## config.mk

```make
export PLATFORM = sky130hd
export DESIGN_NAME = sync_fifo_flags
export DESIGN_NICKNAME = d
export VERILOG_FILES = /design/src/rtl/fifo_pkg.sv /design/src/rtl/fifo_ram.sv /design/src/rtl/sync_fifo_flags.sv
export SDC_FILE = /design/constraint.sdc
export NUM_CORES = 1
export LEC_CHECK = 0
export CAP_MARGIN = 5
export CORE_ASPECT_RATIO = 1.2
export CORE_MARGIN = 3
export CORE_UTILIZATION = 50
export DETAILED_ROUTE_END_ITERATION = 6
export GPL_ROUTABILITY_DRIVEN = 0
export PLACE_DENSITY_LB_ADDON = 0.08
export SLEW_MARGIN = 10
export SYNTH_ARGS = -nofsm -noshare
export SYNTH_HDL_FRONTEND = slang
export SYNTH_SLANG_ARGS = --single-unit
```

## constraint.sdc

```tcl
create_clock -name clk -period 2.7 [get_ports clk]
set_input_delay 0.54 -clock clk [delete_from_list [all_inputs] [get_ports clk]]
set_output_delay 0.54 -clock clk [all_outputs]
set_load 0.02 [all_outputs]
```

## src/rtl/fifo_pkg.sv

```systemverilog
// Pointer/depth helpers shared by the single-clock FIFO and its future dual-clock variant.
package fifo_pkg;

    // Widest pointer the helpers accept; callers zero-extend their pointers to this width.
    localparam int PTR_MAX = 32;

    function automatic int ptr_width(input int w);
        return w + 1;
    endfunction

    function automatic int fifo_depth(input int w);
        return 1 << w;
    endfunction

    // Address bits equal and wrap bits differ: the writer is exactly one lap ahead.
    function automatic logic ptr_full(input logic [PTR_MAX-1:0] wr_ptr,
                                      input logic [PTR_MAX-1:0] rd_ptr,
                                      input int w);
        return (wr_ptr ^ rd_ptr) == (PTR_MAX'(1) << w);
    endfunction

    function automatic logic ptr_empty(input logic [PTR_MAX-1:0] wr_ptr,
                                       input logic [PTR_MAX-1:0] rd_ptr);
        return wr_ptr == rd_ptr;
    endfunction

endpackage

```

## src/rtl/fifo_ram.sv

```systemverilog
// Purpose: B x 2**W register array, one synchronous write port, one asynchronous read port.
// Latency: write visible on the read port after the writing edge; read is combinational.
// Backpressure: none; the caller guarantees write addresses are legal.
module fifo_ram #(
    parameter int B = 8,
    parameter int W = 4
) (
    input  logic         clk,
    input  logic         we,
    input  logic [W-1:0] waddr,
    input  logic [B-1:0] wdata,
    input  logic [W-1:0] raddr,
    output logic [B-1:0] rdata
);

    logic [B-1:0] mem [2**W];

    always_ff @(posedge clk) begin
        if (we) begin
            mem[waddr] <= wdata;
        end
    end

    assign rdata = mem[raddr];

endmodule

```

## src/rtl/sync_fifo_flags.sv

```systemverilog
// Purpose: single-clock FIFO with occupancy count, almost flags and overflow/underflow pulses; FIFO_FWFT_EN selects first-word-fall-through reads.
// Latency: flags/count update the cycle after the accepting edge; r_data 1 cycle after read (FWFT: head shown combinationally).
// Backpressure: writes to a full FIFO are dropped (overflow pulse) unless a read frees a slot that cycle; reads when empty are ignored (underflow pulse).
module sync_fifo_flags
    import fifo_pkg::*;
#(
    parameter int B     = 8,
    parameter int W     = 4,
    parameter int AF_TH = 12,
    parameter int AE_TH = 2
) (
    input  logic         clk,
    input  logic         rst,
    input  logic         rd,
    input  logic         wr,
    input  logic [B-1:0] w_data,
    output logic [B-1:0] r_data,
    output logic         empty,
    output logic         full,
    output logic         almost_empty,
    output logic         almost_full,
    output logic [W:0]   count,
    output logic         overflow,
    output logic         underflow
);

    localparam int DEPTH = fifo_depth(W);
    localparam int PW    = ptr_width(W);

    if (W < 1 || AF_TH < 1 || AF_TH > DEPTH || AE_TH < 0 || AE_TH > DEPTH - 1) begin : g_param_check
        $error("sync_fifo_flags: illegal W/AF_TH/AE_TH combination");
    end

    localparam logic [W:0] AF_CNT = (W + 1)'(AF_TH);
    localparam logic [W:0] AE_CNT = (W + 1)'(AE_TH);

    logic [PW-1:0] wr_ptr;
    logic [PW-1:0] rd_ptr;
    logic          rd_acc;
    logic          wr_acc;
    logic          overflow_q;
    logic          underflow_q;
    logic [B-1:0]  ram_rdata;

    assign empty = ptr_empty(PTR_MAX'(wr_ptr), PTR_MAX'(rd_ptr));
    assign full  = ptr_full(PTR_MAX'(wr_ptr), PTR_MAX'(rd_ptr), W);

    // Pointer difference is always 0..DEPTH thanks to the wrap bit.
    assign count        = wr_ptr - rd_ptr;
    assign almost_full  = count >= AF_CNT;
    assign almost_empty = count <= AE_CNT;

    assign rd_acc = rd && !empty;
    assign wr_acc = wr && (!full || rd_acc);

    always_ff @(posedge clk or posedge rst) begin
        if (rst) begin
            wr_ptr      <= '0;
            rd_ptr      <= '0;
            overflow_q  <= 1'b0;
            underflow_q <= 1'b0;
        end else begin
            if (wr_acc) begin
                wr_ptr <= wr_ptr + 1'b1;
            end
            if (rd_acc) begin
                rd_ptr <= rd_ptr + 1'b1;
            end
            overflow_q  <= wr && !wr_acc;
            underflow_q <= rd && !rd_acc;
        end
    end

    assign overflow  = overflow_q;
    assign underflow = underflow_q;

    fifo_ram #(
        .B (B),
        .W (W)
    ) u_ram (
        .clk   (clk),
        .we    (wr_acc),
        .waddr (wr_ptr[W-1:0]),
        .wdata (w_data),
        .raddr (rd_ptr[W-1:0]),
        .rdata (ram_rdata)
    );

`ifdef FIFO_FWFT_EN
    assign r_data = ram_rdata;
`else
    logic [B-1:0] r_data_q;

    // On simultaneous read/write at full the old head is captured before the write lands.
    always_ff @(posedge clk or posedge rst) begin
        if (rst) begin
            r_data_q <= '0;
        end else if (rd_acc) begin
            r_data_q <= ram_rdata;
        end
    end

    assign r_data = r_data_q;
`endif

endmodule
```

==> impl_metrics.py <==
metrics = {
    "status": {
        "outcome": "finished, violations left",
        "violations": "setup timing",
    },
    "worst_setup_path": {
        "arrival_ps": 2170,
        "worstSetupPathType": "reg2out",
        "path_cells": "ha_4 > fa_2 > inv_1 > a21o_1 > a21oi_2 > xnor2_2 > buf_4 > a21o_1 > buf_6",
        "critPathRequiredTime_ps": 2160,
        "crit_slowest_cell": "dfrtp_1",
        "crit_top_cell": "a21o_1",
        "worst_setup_path_start_kind": "flop",
        "max_stage_delay_ps": 410,
        "crit_path_max_fanout": 2,
        "worst_setup_path_end_kind": "primary output",
    },
    "power_and_ir_drop": {
        "p_per_area_nw_per_um2": 1210,
        "p_leak_nw": 2.65,
        "vdd_drop_max_uv": 913,
    },
    "logic_synthesis": {
        "post_synth.cell_area_avg_um2": 16.4,
        "synthArstFlopShare_pct": 13.5,
        "synth_edf_count": 128,
        "yosysTopAreaCell": "edfxtp_1",
        "synth_area_leaders": "edfxtp_1 (64%), dfrtp_1 (8.3%), mux2i_1 (6.7%)",
        "synthDominantCellAreaShare_pct": 63.9,
        "ys.flop_type": "edfxtp_1",
        "syn-cell-area_um2": 6010,
        "yosysMostFrequentCell": "edfxtp_1",
        "synthCells": 366,
        "syn_nets": 388,
        "synth_warnings": 0,
        "ys_types": 35,
        "ys_ff_latch": 148,
        "seq_area_frac_synth_pct": 72.2,
        "synthTopCellsByCount": "edfxtp_1 (128), mux2i_1 (40), dfrtp_1 (20), nor2_1 (19), o21ai_0 (18)",
    },
    "sta": {
        "period_share_pct": 100,
        "fin_crit_ps": 2710,
        "worst_slack_ps": -6.91,
        "hold_viol": 0,
        "max-slew-margin-rel_pct": 46.3,
        "maxSlewViolCount": 0,
        "rsz0062_at_grt": "true",
        "finalSetupViolCount": 1,
        "max_freq_mhz": 369,
        "finalClockSkew_ps": 22.4,
        "tightest_slew_ps": 805,
        "whs_ps": 526,
    },
    "placed_design": {
        "io_buffer_count": 30,
        "place_area_um2": 6650,
        "post-dp-hpwl_um": 8230,
        "place_ws_ps": -218,
    },
    "floorplan": {
        "dieArea_um2": 13400,
        "io_pins": 31,
        "start_util_pct": 51.5,
        "coreArea_um2": 11700,
        "fp.dieH_um": 126,
        "row_count": 43,
        "die_w_um": 106,
    },
    "grt": {
        "grt_max_degree": 31,
        "grt_overflow_total": 0,
        "first_global_vias": 3447,
        "track_usage_pct": 20.0,
        "grt_first_pass_wirelength_um": 19500,
        "antenna_found_initial": 0,
    },
    "run": {
        "drv_cap": 0,
    },
    "clock_network": {
        "insertion_delay_ps": 420,
        "htree_levels": 4,
        "clk_pin_slew_ps": 70,
        "cts_max_path_buffers": 2,
        "cts_sinks": 148,
        "cts_tree": "done",
        "root_buffer": "clkbuf_16",
        "cts_buffers": 17,
    },
    "detailed_routing": {
        "wirelength_um": 12500,
        "wl_per_cell_um": 20.9,
        "first_iter_violations": 232,
        "vias": 3256,
        "routed_via_density": 5.44,
        "dr.pass1.iters": 4,
        "final_antenna_net_count": 0,
        "drc": 0,
    },
    "min_path": {
        "hold_class": "reg2reg",
    },
    "layout": {
        "drive_gt1_share_pct": 21.7,
        "stdcell_area_um2": 7300,
        "fin_nets": 451,
        "area_growth_pct": 21.4,
        "diodes": 0,
    },
}
power by group:
group          internal (mW)  leakage, nW  switching, mW  total (mW)
clock network           1.45        0.290          0.921        2.37
registers               2.83         1.39          0.136        2.96
logic                   1.50        0.969           1.97        3.47
total                   5.78         2.65           3.02        8.81
critical path, delay by kind of cell (launching register included):
kind | cells | cell delay [ps]
XOR/XNOR | 1 | 160
adder cells (fa/ha/maj) | 2 | 510
flip-flops | 1 | 410
buffers and inverters | 3 | 340
AO/OA/AOI/OAI | 3 | 330
cells by family (layout without fill, tap and decap cells):
logic type,Yosys count,after routing,synth area share [%]
flip-flops,148,148,72.2
multiplexers,56,56,11.2
AO/OA/AOI/OAI,57,57,5.49
AND/OR/NAND/NOR,57,57,5.03
XOR/XNOR,13,13,1.89
buffers and inverters,25,101,2.00
adder cells (fa/ha/maj),10,10,2.21
per-layer routing:
layer | wire (µm) | up-vias | track usage, %
li1 | - | 1529 | -
met1 | 5590 | 1643 | 27.9
met2 | 6180 | 75 | 31.6
met3 | 604 | 9 | 4.00
met4 | 136 | 0 | 6.94
met5 | 0 | - | 0
metrics by stage:
| stage | power [mW] | std cells | util (%) | TNS [ps] |
|---|---|---|---|---|
| final | 8.81 | 599 | 62.5 | -6.91 |
| after global routing | 9.27 | 599 | 62.5 | -233 |
| after CTS | 8.75 | 598 | 62.2 | -137 |
| after detailed placement | 6.45 | 566 | 57.0 | -607 |
| after global placement | 6.38 | 566 | 57.0 | -382 |
| after floorplan | 5.11 | 366 | - | -0.709 |
cell usage in the layout, fill, tap and decap left out, types with 14 or more instances in the layout:
cell type        synthesis  layout
buf_4                    3      29
mux2i_1                 40      40
clkbuf_16                0      17
and2_1                  14      14
o21ai_0                 18      18
o22ai_1                 16      16
nor2_1                  19      19
clkdlybuf4s50_1          0      22
edfxtp_1               128     128
dfrtp_1                 20      19
sequential cells by signal, indices dropped and copies added (netlist names):
register,cells
u_ram.mem,128
r_data,8
rd_ptr,5
wr_ptr,5
overflow,1
underflow,1
what timing repair did:
| item | in CTS | in global routing |
|---|---|---|
| gates resized for setup | 26 | 7 |
| hold buffers | 0 | 0 |
| setup endpoints to repair | 8 | 5 |
| pin swaps | 0 | 6 |
| setup buffers | 0 | 1 |
worst paths after layout:
kind,start,end,slack [ps],cells after the start
hold reg to reg,rd_ptr[4],rd_ptr[4],530,1
min in group asynchronous,rst,rd_ptr[4],570,2
setup reg to reg,rd_ptr[2],u_ram.mem[9][0],380,10
max in group asynchronous,rst,rd_ptr[1],1560,2
hold / removal,rd_ptr[4],rd_ptr[4],530,1
setup / recovery,rd_ptr[0],almost_full,-7,9
layout make-up:
class                   count  area (µm²)
inverters                  11        41.3
well taps                 157         196
multi-input cells         193        1610
clock inverters            12         144
flip-flops and latches    148        4350
clock buffers              20         467
repair buffers             58         494
fillers                   887        4370
Power figures use the tool's default switching activity.
